<file path="config.mk">
export PLATFORM = sky130hd
export DESIGN_NAME = control_unit
export DESIGN_NICKNAME = d
export VERILOG_FILES = /design/src/rtl/control_unit.sv
export SDC_FILE = /design/constraint.sdc
export NUM_CORES = 1
export LEC_CHECK = 0
export CAP_MARGIN = 20
export CELL_PAD_IN_SITES_DETAIL_PLACEMENT = 1
export CELL_PAD_IN_SITES_GLOBAL_PLACEMENT = 1
export CORE_MARGIN = 2
export CORE_UTILIZATION = 16
export DETAILED_ROUTE_END_ITERATION = 12
export MAX_ROUTING_LAYER = met4
export PLACE_DENSITY = 0.85
export SETUP_SLACK_MARGIN = 0.05
export SLEW_MARGIN = 30
export SYNTH_ARGS = -nofsm -noshare
export SYNTH_HDL_FRONTEND = slang
export SYNTH_SLANG_ARGS = --single-unit
</file>
<file path="constraint.sdc">
create_clock -name clk -period 1.5 [get_ports clk]
set_input_delay 0.15 -clock clk [delete_from_list [all_inputs] [get_ports clk]]
set_output_delay 0.15 -clock clk [all_outputs]
set_load 0.005 [all_outputs]
</file>
<file path="src/rtl/control_unit.sv">
// Hardwired Moore sequencer for the Mini-SRC datapath: fetch plus a decoded instruction subset.
// Outputs are a pure decode of present state and opcode; clr forces T0 and silences every strobe.
module control_unit #(
    parameter logic [4:0] ALU_ADD = 5'd3,
    parameter logic [4:0] INC_PC  = 5'd14
) (
    input  logic        clk,
    input  logic        clr,
    input  logic [31:0] ir,
    output logic [31:0] enable,
    output logic [31:0] busSelect,
    output logic        Gra,
    output logic        Grb,
    output logic        Grc,
    output logic        Rin,
    output logic        Rout,
    output logic        BAout,
    output logic        MD_Read,
    output logic        ReadRAM,
    output logic        WriteRAM,
    output logic [4:0]  Control_Signals,
    output logic        run,
    output logic [3:0]  present_state
);

    typedef enum logic [3:0] {
        T0   = 4'd0,
        T1   = 4'd1,
        T2   = 4'd2,
        T3   = 4'd3,
        T4   = 4'd4,
        T5   = 4'd5,
        T6   = 4'd6,
        T7   = 4'd7,
        HALT = 4'd15
    } state_t;

    localparam logic [4:0] OP_LD   = 5'b00000;
    localparam logic [4:0] OP_LDI  = 5'b00001;
    localparam logic [4:0] OP_ST   = 5'b00010;
    localparam logic [4:0] OP_ADD  = 5'b00011;
    localparam logic [4:0] OP_SUB  = 5'b00100;
    localparam logic [4:0] OP_AND  = 5'b01001;
    localparam logic [4:0] OP_OR   = 5'b01010;
    localparam logic [4:0] OP_ADDI = 5'b01011;
    localparam logic [4:0] OP_JR   = 5'b10011;
    localparam logic [4:0] OP_IN   = 5'b10101;
    localparam logic [4:0] OP_OUT  = 5'b10110;
    localparam logic [4:0] OP_HALT = 5'b11010;

    // Load-strobe and bus-source bit positions
    localparam int EN_Y   = 17;
    localparam int EN_Z   = 18;
    localparam int EN_PC  = 20;
    localparam int EN_MDR = 21;
    localparam int EN_IR  = 24;
    localparam int EN_MAR = 25;
    localparam int EN_OUT = 27;
    localparam int BS_RF  = 0;
    localparam int BS_ZLO = 19;
    localparam int BS_PC  = 20;
    localparam int BS_MDR = 21;
    localparam int BS_IN  = 22;
    localparam int BS_C   = 23;

    state_t     r_state;
    state_t     w_next;
    logic [4:0] w_op;
    logic       w_alu3;
    logic       w_imm;
    logic       w_mem;
    logic       w_unused_ir;

    assign w_op        = ir[31:27];
    assign w_unused_ir = ^ir[26:0];
    assign w_alu3      = (w_op == OP_ADD) || (w_op == OP_SUB) || (w_op == OP_AND) || (w_op == OP_OR);
    assign w_imm       = (w_op == OP_ADDI) || (w_op == OP_LDI);
    assign w_mem       = (w_op == OP_LD) || (w_op == OP_ST);

    always_ff @(posedge clk or posedge clr) begin
        if (clr) r_state <= T0;
        else     r_state <= w_next;
    end

    always_comb begin
        w_next = T0;
        case (r_state)
            T0:      w_next = T1;
            T1:      w_next = T2;
            T2:      w_next = T3;
            T3: begin
                if (w_alu3 || w_imm || w_mem) w_next = T4;
                else if (w_op == OP_HALT)     w_next = HALT;
                else                          w_next = T0;
            end
            T4:      w_next = T5;
            T5:      w_next = w_mem ? T6 : T0;
            T6:      w_next = T7;
            T7:      w_next = T0;
            HALT:    w_next = HALT;
            default: w_next = T0;
        endcase
    end

    always_comb begin
        enable          = '0;
        busSelect       = '0;
        Gra             = 1'b0;
        Grb             = 1'b0;
        Grc             = 1'b0;
        Rin             = 1'b0;
        Rout            = 1'b0;
        BAout           = 1'b0;
        MD_Read         = 1'b0;
        ReadRAM         = 1'b0;
        WriteRAM        = 1'b0;
        Control_Signals = '0;
        if (!clr) begin
            case (r_state)
                T0: begin
                    busSelect[BS_PC] = 1'b1;
                    enable[EN_MAR]   = 1'b1;
                    enable[EN_Z]     = 1'b1;
                    Control_Signals  = INC_PC;
                end
                T1: begin
                    busSelect[BS_ZLO] = 1'b1;
                    enable[EN_PC]     = 1'b1;
                    enable[EN_MDR]    = 1'b1;
                    MD_Read           = 1'b1;
                    ReadRAM           = 1'b1;
                end
                T2: begin
                    busSelect[BS_MDR] = 1'b1;
                    enable[EN_IR]     = 1'b1;
                end
                T3: begin
                    if (w_alu3 || (w_op == OP_ADDI)) begin
                        Grb = 1'b1; Rout = 1'b1; busSelect[BS_RF] = 1'b1; enable[EN_Y] = 1'b1;
                    end else if ((w_op == OP_LDI) || w_mem) begin
                        // Base-address read so that R0 as base contributes zero
                        Grb = 1'b1; BAout = 1'b1; busSelect[BS_RF] = 1'b1; enable[EN_Y] = 1'b1;
                    end else if (w_op == OP_JR) begin
                        Gra = 1'b1; Rout = 1'b1; busSelect[BS_RF] = 1'b1; enable[EN_PC] = 1'b1;
                    end else if (w_op == OP_OUT) begin
                        Gra = 1'b1; Rout = 1'b1; busSelect[BS_RF] = 1'b1; enable[EN_OUT] = 1'b1;
                    end else if (w_op == OP_IN) begin
                        busSelect[BS_IN] = 1'b1; Gra = 1'b1; Rin = 1'b1;
                    end
                end
                T4: begin
                    enable[EN_Z] = 1'b1;
                    if (w_alu3) begin
                        Grc = 1'b1; Rout = 1'b1; busSelect[BS_RF] = 1'b1;
                        Control_Signals = w_op;
                    end else begin
                        busSelect[BS_C] = 1'b1;
                        Control_Signals = ALU_ADD;
                    end
                end
                T5: begin
                    busSelect[BS_ZLO] = 1'b1;
                    if (w_mem) enable[EN_MAR] = 1'b1;
                    else begin Gra = 1'b1; Rin = 1'b1; end
                end
                T6: begin
                    enable[EN_MDR] = 1'b1;
                    if (w_op == OP_ST) begin
                        Gra = 1'b1; Rout = 1'b1; busSelect[BS_RF] = 1'b1;
                    end else begin
                        MD_Read = 1'b1; ReadRAM = 1'b1;
                    end
                end
                T7: begin
                    if (w_op == OP_ST) WriteRAM = 1'b1;
                    else begin busSelect[BS_MDR] = 1'b1; Gra = 1'b1; Rin = 1'b1; end
                end
                default: ;
            endcase
        end
    end

    assign run           = (r_state != HALT);
    assign present_state = r_state;

endmodule

</file>
==> qor.txt <==
outcome -> finished, violations left
failing checks -> setup timing
1st-pass router iterations -> 4
post-synth top area cell -> buf_4
Rows -> 31
core area -> 7180 um2
vias in the first global route -> 1,460
post-DP HPWL -> 3.47 mm
total power -> 0.000506 W
H-tree Lvls -> 1
clock-pin slew on the worst setup and hold paths -> 0.03 ns
layout cells sized above 1 -> 55.0%
Netlist Area Pre-Place -> 1180 um2
post-synthesis sequential element count -> 4
Post-synth top cells -> buf_4, nor2_1, nand2_1, nor2b_1
GRT Total Usage -> 11.4%
Die X -> 89.7 um
Yosys cell types -> 39
Die Span Y -> 89.7 um
kind of end point of the critical path -> primary output
CTS tree -> built
syn_area_per_cell -> 6.68 um2
gpl congestion -> 0.870
static leakage -> 1.13 nW
Final Hold Fails -> 0
EDFF count, synth -> 0
vias -> 1,449
Req. time, crit path -> 1.35 ns
largest net degree at the start of global routing -> 14
period utilisation layout -> 136%
Initial Util -> 16.4%
Clock Latency Late Sink -> 0.22 ns
hold-fix buffers at CTS -> 0
global route overflow -> 0
Largest register FFs -> 4
share of Yosys cell area claimed by the top area cell type -> 35.1%
I/O Pins -> 117
Die Area -> 8050 um2
Crit Path Category -> flop to primary output
Gate Count Post-Synth -> 176
final net count -> 305
CP Launch Type -> flop
slack of the critical path -> -0.539 ns
Worst path slowest cell -> dfrtp_1
Clock Skew -> 0.000870 ns
CTS Buf Count -> 3
Peak VDD IR -> 0.000169 V
arrival time at the worst endpoint -> 1.89 ns
deepest clock path buffer count -> 2
Max Fclk -> 490 MHz
HP Class -> input pin to asynchronous set/reset pin
Antenna Violating Nets Remaining -> 0
min Tclk post-route -> 2.04 ns
Post-route DRC -> 0
top-count cell post-synth -> buf_4
final setup vio count -> 29
Area growth, synth to finish -> 87.7%
DRT iter0 DRCs -> 43
post-placement cell area -> 1780 um2
Main synth FF type -> dfrtp_1
Ant. Diodes -> 0
Slew Limit Fails -> 0
first-pass GRT wire length -> 7.33 mm
Via density -> 3.94
Power Density -> 229 nW/um2
crit path max fanout -> 2
CTS Sinks -> 4
CP max stage delay -> 0.37 ns
clk root buf -> clkbuf_8
sequential-to-total area share from yosys stat -> 8.51%
PortBufs -> 37
wire per inst -> 13.4 um
RSZ-0062 raised after global routing -> yes
synth top area cells -> buf_4, dfrtp_1, nor2b_1
Ys Warns -> 0
maxcap violations -> 0
final instance area -> 2210 um2
antenna violations before repair -> 0
Post-Route WL -> 4.93 mm
Post-synth ARST share -> 100%
worst-path cell chain -> and2b_4 -> nand2b_4 -> or3_1 -> o32a_1 -> buf_4 -> o31ai_2 -> buf_2
==> logic make-up (layout without fill, tap and decap cells) <==
logic type	Yosys count	count (layout)	share of synthesized area [%]
and+or+nand+nor	70	70	31.7
buffers and inverters	69	111	40.7
AOI/OAI and AO/OA	29	29	16.4
DFF	4	4	8.51
xor gates and xnor gates	2	2	1.49
other	1	52	0.319
muxes	1	1	0.851
==> power breakdown <==
part	total, W	switching (W)	internal (W)
combinational	0.000167	0.000105	0.0000615
sequential	0.000109	0	0.000109
clock	0.000231	0.0000594	0.000171
==> worst paths after layout <==
path                       slack, ns  depth (start not counted)                       start                          to
max                            -0.54                          7  present_state[3]$_DFF_PP0_                busSelect[0]
min                             0.45                          5                         clr  present_state[3]$_DFF_PP0_
max reg2reg                    -0.02                          6  present_state[2]$_DFF_PP0_  present_state[2]$_DFF_PP0_
min reg2reg                     0.75                          3  present_state[3]$_DFF_PP0_  present_state[0]$_DFF_PP0_
max in group asynchronous       0.94                          5                         clr  present_state[1]$_DFF_PP0_
min in group clk                0.57                          3                      ir[30]  present_state[2]$_DFF_PP0_
==> per-layer routing <==
metal / GRT usage, % / vias up / part of all wire, %
met3: 1.26 / 11 / 4.8
met1: 11.3 / 697 / 38
met2: 22.8 / 62 / 55
met5: - / - / 0
li1: - / 679 / -
met4: 3.97 / 0 / 2.7
==> critical path: cells and delay by family (launching register included) <==
family	cells	cell delay, ns
AO/OA/AOI/OAI	2	0.38
AND/OR/NAND/NOR	3	0.64
flip-flops	1	0.37
buffers and inverters	2	0.30
==> what timing repair did <==
| item | 4_1_cts | 5_1_grt |
|---|---|---|
| hold endpoints to repair | 0 | 0 |
| pin swaps | 12 | 23 |
| setup buffers | 10 | 13 |
| setup endpoints to repair | 34 | 32 |
| resized for setup | 173 | 49 |
| gates cloned | 0 | 1 |
==> final cells by class <==
cell class	instances	area [um2]
tap	99	124
timing repair buffer	105	875
sequential	4	101
clock buffer	3	41.3
inverter	3	11.3
fill	869	4970
multi-input combinational	154	1050
==> layout by cell type, fill, tap and decap left out, drive strengths merged, types with 2 or more instances in the layout <==
| master | instances |
|---|---|
| buf | 98 |
| conb | 52 |
| nor2 | 14 |
| nand2 | 13 |
| nor2b | 9 |
| a21oi | 9 |
| nor3 | 8 |
| nand3 | 5 |
| o21ai | 5 |
| clkbuf | 5 |
| nor4 | 4 |
| dlygate4sd2 | 4 |
| dfrtp | 4 |
| a21o | 3 |
| and3 | 3 |
| inv | 3 |
| and2 | 3 |
| nand4 | 2 |
| o31a | 2 |
| and4 | 2 |
| or3 | 2 |
| a21boi | 2 |
| xnor2 | 2 |
==> stage by stage <==
step                      utilization [%]  setup slack [ns]  std cells  TNS (ns)  hold slack (ns)
after global routing                 30.8            -0.620        368     -8.31            0.472
after detailed placement             24.8             -1.02        345    -21.41            0.761
after CTS                            28.6            -0.536        358     -5.88            0.428
after global placement               24.8            -0.868        345    -19.55            0.734
after floorplan                         -           -0.0703        227    -0.140           0.0727
final                                30.8            -0.539        368     -6.15            0.448
Power figures use the tool's default switching activity.
==> patch 1: new RTL, same flow settings <==
Change the parameter `INC_PC` from 5'd14 to 5'd13.
--- a/src/rtl/control_unit.sv
+++ b/src/rtl/control_unit.sv
@@ -4,3 +4,3 @@
     parameter logic [4:0] ALU_ADD = 5'd3,
-    parameter logic [4:0] INC_PC  = 5'd14
+    parameter logic [4:0] INC_PC  = 5'd13
 ) (
Check against the original RTL: not equivalent (Yosys sat finds a counterexample within 4 cycles, from zero or initial values).
==> patch 1 against the original RTL <==
The flow still finishes with violations (setup timing); clock power up 6%; worst setup slack improved by 110 ps; routed wire length is 16% higher; synthesized cell count is 1.7% lower; cell count rose by 3.8%; sequential cell count is the same; non-clock buffer count grew 14; area after synthesis grew 1.8%; total power grew 15%; utilization rose by 2.2 points; cell area rose by 8.4%; critical path type unchanged.
==> patch 1: results (changes against the original RTL) <==
* Worst-path clk slew at 40 ps
* FF-to-FF Start: present_state[2]
* Sequential area share after synthesis at 8.36% (-0.15 points)
* Synth area leaders: buf_4, dfrtp_1, a21oi_1
* CTS Buf Count at 3 (unchanged)
* Setup violators final at 26 (-10%)
* Pre-antenna DRT Iters at 4 (unchanged)
* Placed cells at 337 (-2.3%)
* Crit start category: flop
* Setup Buffers After CTS at 34 (+24)
* CP peak stage delay at 440 ps (+70 ps)
* Crit path max fanout at 5 (+3)
* Post-synth top cells: buf_4, nor2_1, a21oi_1
* Cell family with most CP delay: simple AND/OR/NAND/NOR gates
* Inserted Diodes at 0 (unchanged)
* Share of layout cells above drive strength 1 at 59.7% (+4.7 points)
* Resized cells post-CTS at 190 (+9.8%)
* H-tree levels at 1 (unchanged)
* Post-Layout Cell Count at 382 (+3.8%)
* Slowest CP cell: dfrtp_2
* Failing checks: setup timing
* Dpl hpwl at 3380 um (-2.6%)
* GR Util All Layers at 13.0% (+1.6 points)
* Routed wire per std cell at 15.0 um (+12%)
* Status: complete, but fails checks
* Synthesized area per cell at 6.92 um^2 (+3.6%)
* Skew-Pair Late Insertion Delay at 220 ps (about the same)
* Layout Skew at 7.87 ps (+7.00 ps)
* Lkg Pwr at 0.00118 uW (+4.2%)
* Port bufs at 37 (unchanged)
* Largest net degree at the start of global routing at 18 (+4)
* Root Buffer: clkbuf_8
* Worst Path Arrival at 1780 ps (-110 ps)
* Yosys warns at 0 (unchanged)
* Vias at 1520 (+4.9%)
* Nets at 318 (+4.3%)
* Vias in the first global route at 1568 (+7.4%)
* Max VDD drop at 185 uV (+9.4%)
* TNS Setup at -6710 ps (-557 ps)
* Fin worst setup slack at -426 ps (+113 ps)
* RD Place Congestion at 0.804 (-7.5%)
* Yosys cell types at 47 (+21%)
* First-pass GRT wire length at 8440 um (+15%)
* Bufs on Longest Clock Path at 2 (unchanged)
* Drt initial violations at 42 (-2.3%)
* Number of flip-flops in the largest register at 4 (unchanged)
-- patch 1: cell type report --
type                       instances  area [um^2]
timing repair buffer             119          976
tap                               99          124
inverter                           6         25.0
fill                             887         4860
clock buffer                       4         45.0
sequential                         4          103
multi-input combinational        150         1120
-- patch 1: cell families after synthesis --
group	share of synthesized area, %
DFF	8.36
other	0.313
AOI/OAI and AO/OA	18.9
and+or+nand+nor	29.6
buffers and inverters	39.8
xor gates and xnor gates	2.19
muxes	0.836
-- patch 1: report_power, final --
| group | total, uW | switching [uW] | internal [uW] |
|---|---|---|---|
| combinational | 226 | 134 | 92.5 |
| clock | 246 | 63.8 | 182 |
| sequential | 109 | 0 | 109 |
| total | 581 | 198 | 383 |
-- patch 1: worst paths after layout --
path                               endpoint  slack, ps  cells past startpoint
max                                     Gra       -430                      7
min                        present_state[1]        470                      4
max reg2reg                present_state[2]        -70                      6
min reg2reg                present_state[1]        710                      3
max in group asynchronous  present_state[2]        900                      4
min in group clk           present_state[3]        660                      6
-- patch 1: metal layers --
metal  track usage (%)  vias up  routed length [um]
met5                 -        -                   0
met4              2.82        0                  91
met3              1.84        6                 240
met2              24.9       58                3210
met1              14.1      745                2190
li1                  -      711                   -
-- patch 1: worst register-to-register path, stage by stage, from the launching register on --
cell and delay (ps):
dfrtp_2 440, and4bb_2 350, buf_6 130, nand2_8 80, buf_6 130, o21a_4 230
o211ai_1 110
-- patch 1: per-stage QoR --
step / setup slack [ps] / hold WS, ps / util [%] / instance area [um^2]
finish: -426 / 471 / 33.0 / 2390
global route: -496 / 473 / 33.0 / 2390
floorplan: -55.9 / 79.5 / - / 1420
global placement: -864 / 625 / 24.2 / 1750
detailed placement: -933 / 643 / 24.2 / 1750
CTS: -401 / 415 / 30.8 / 2230
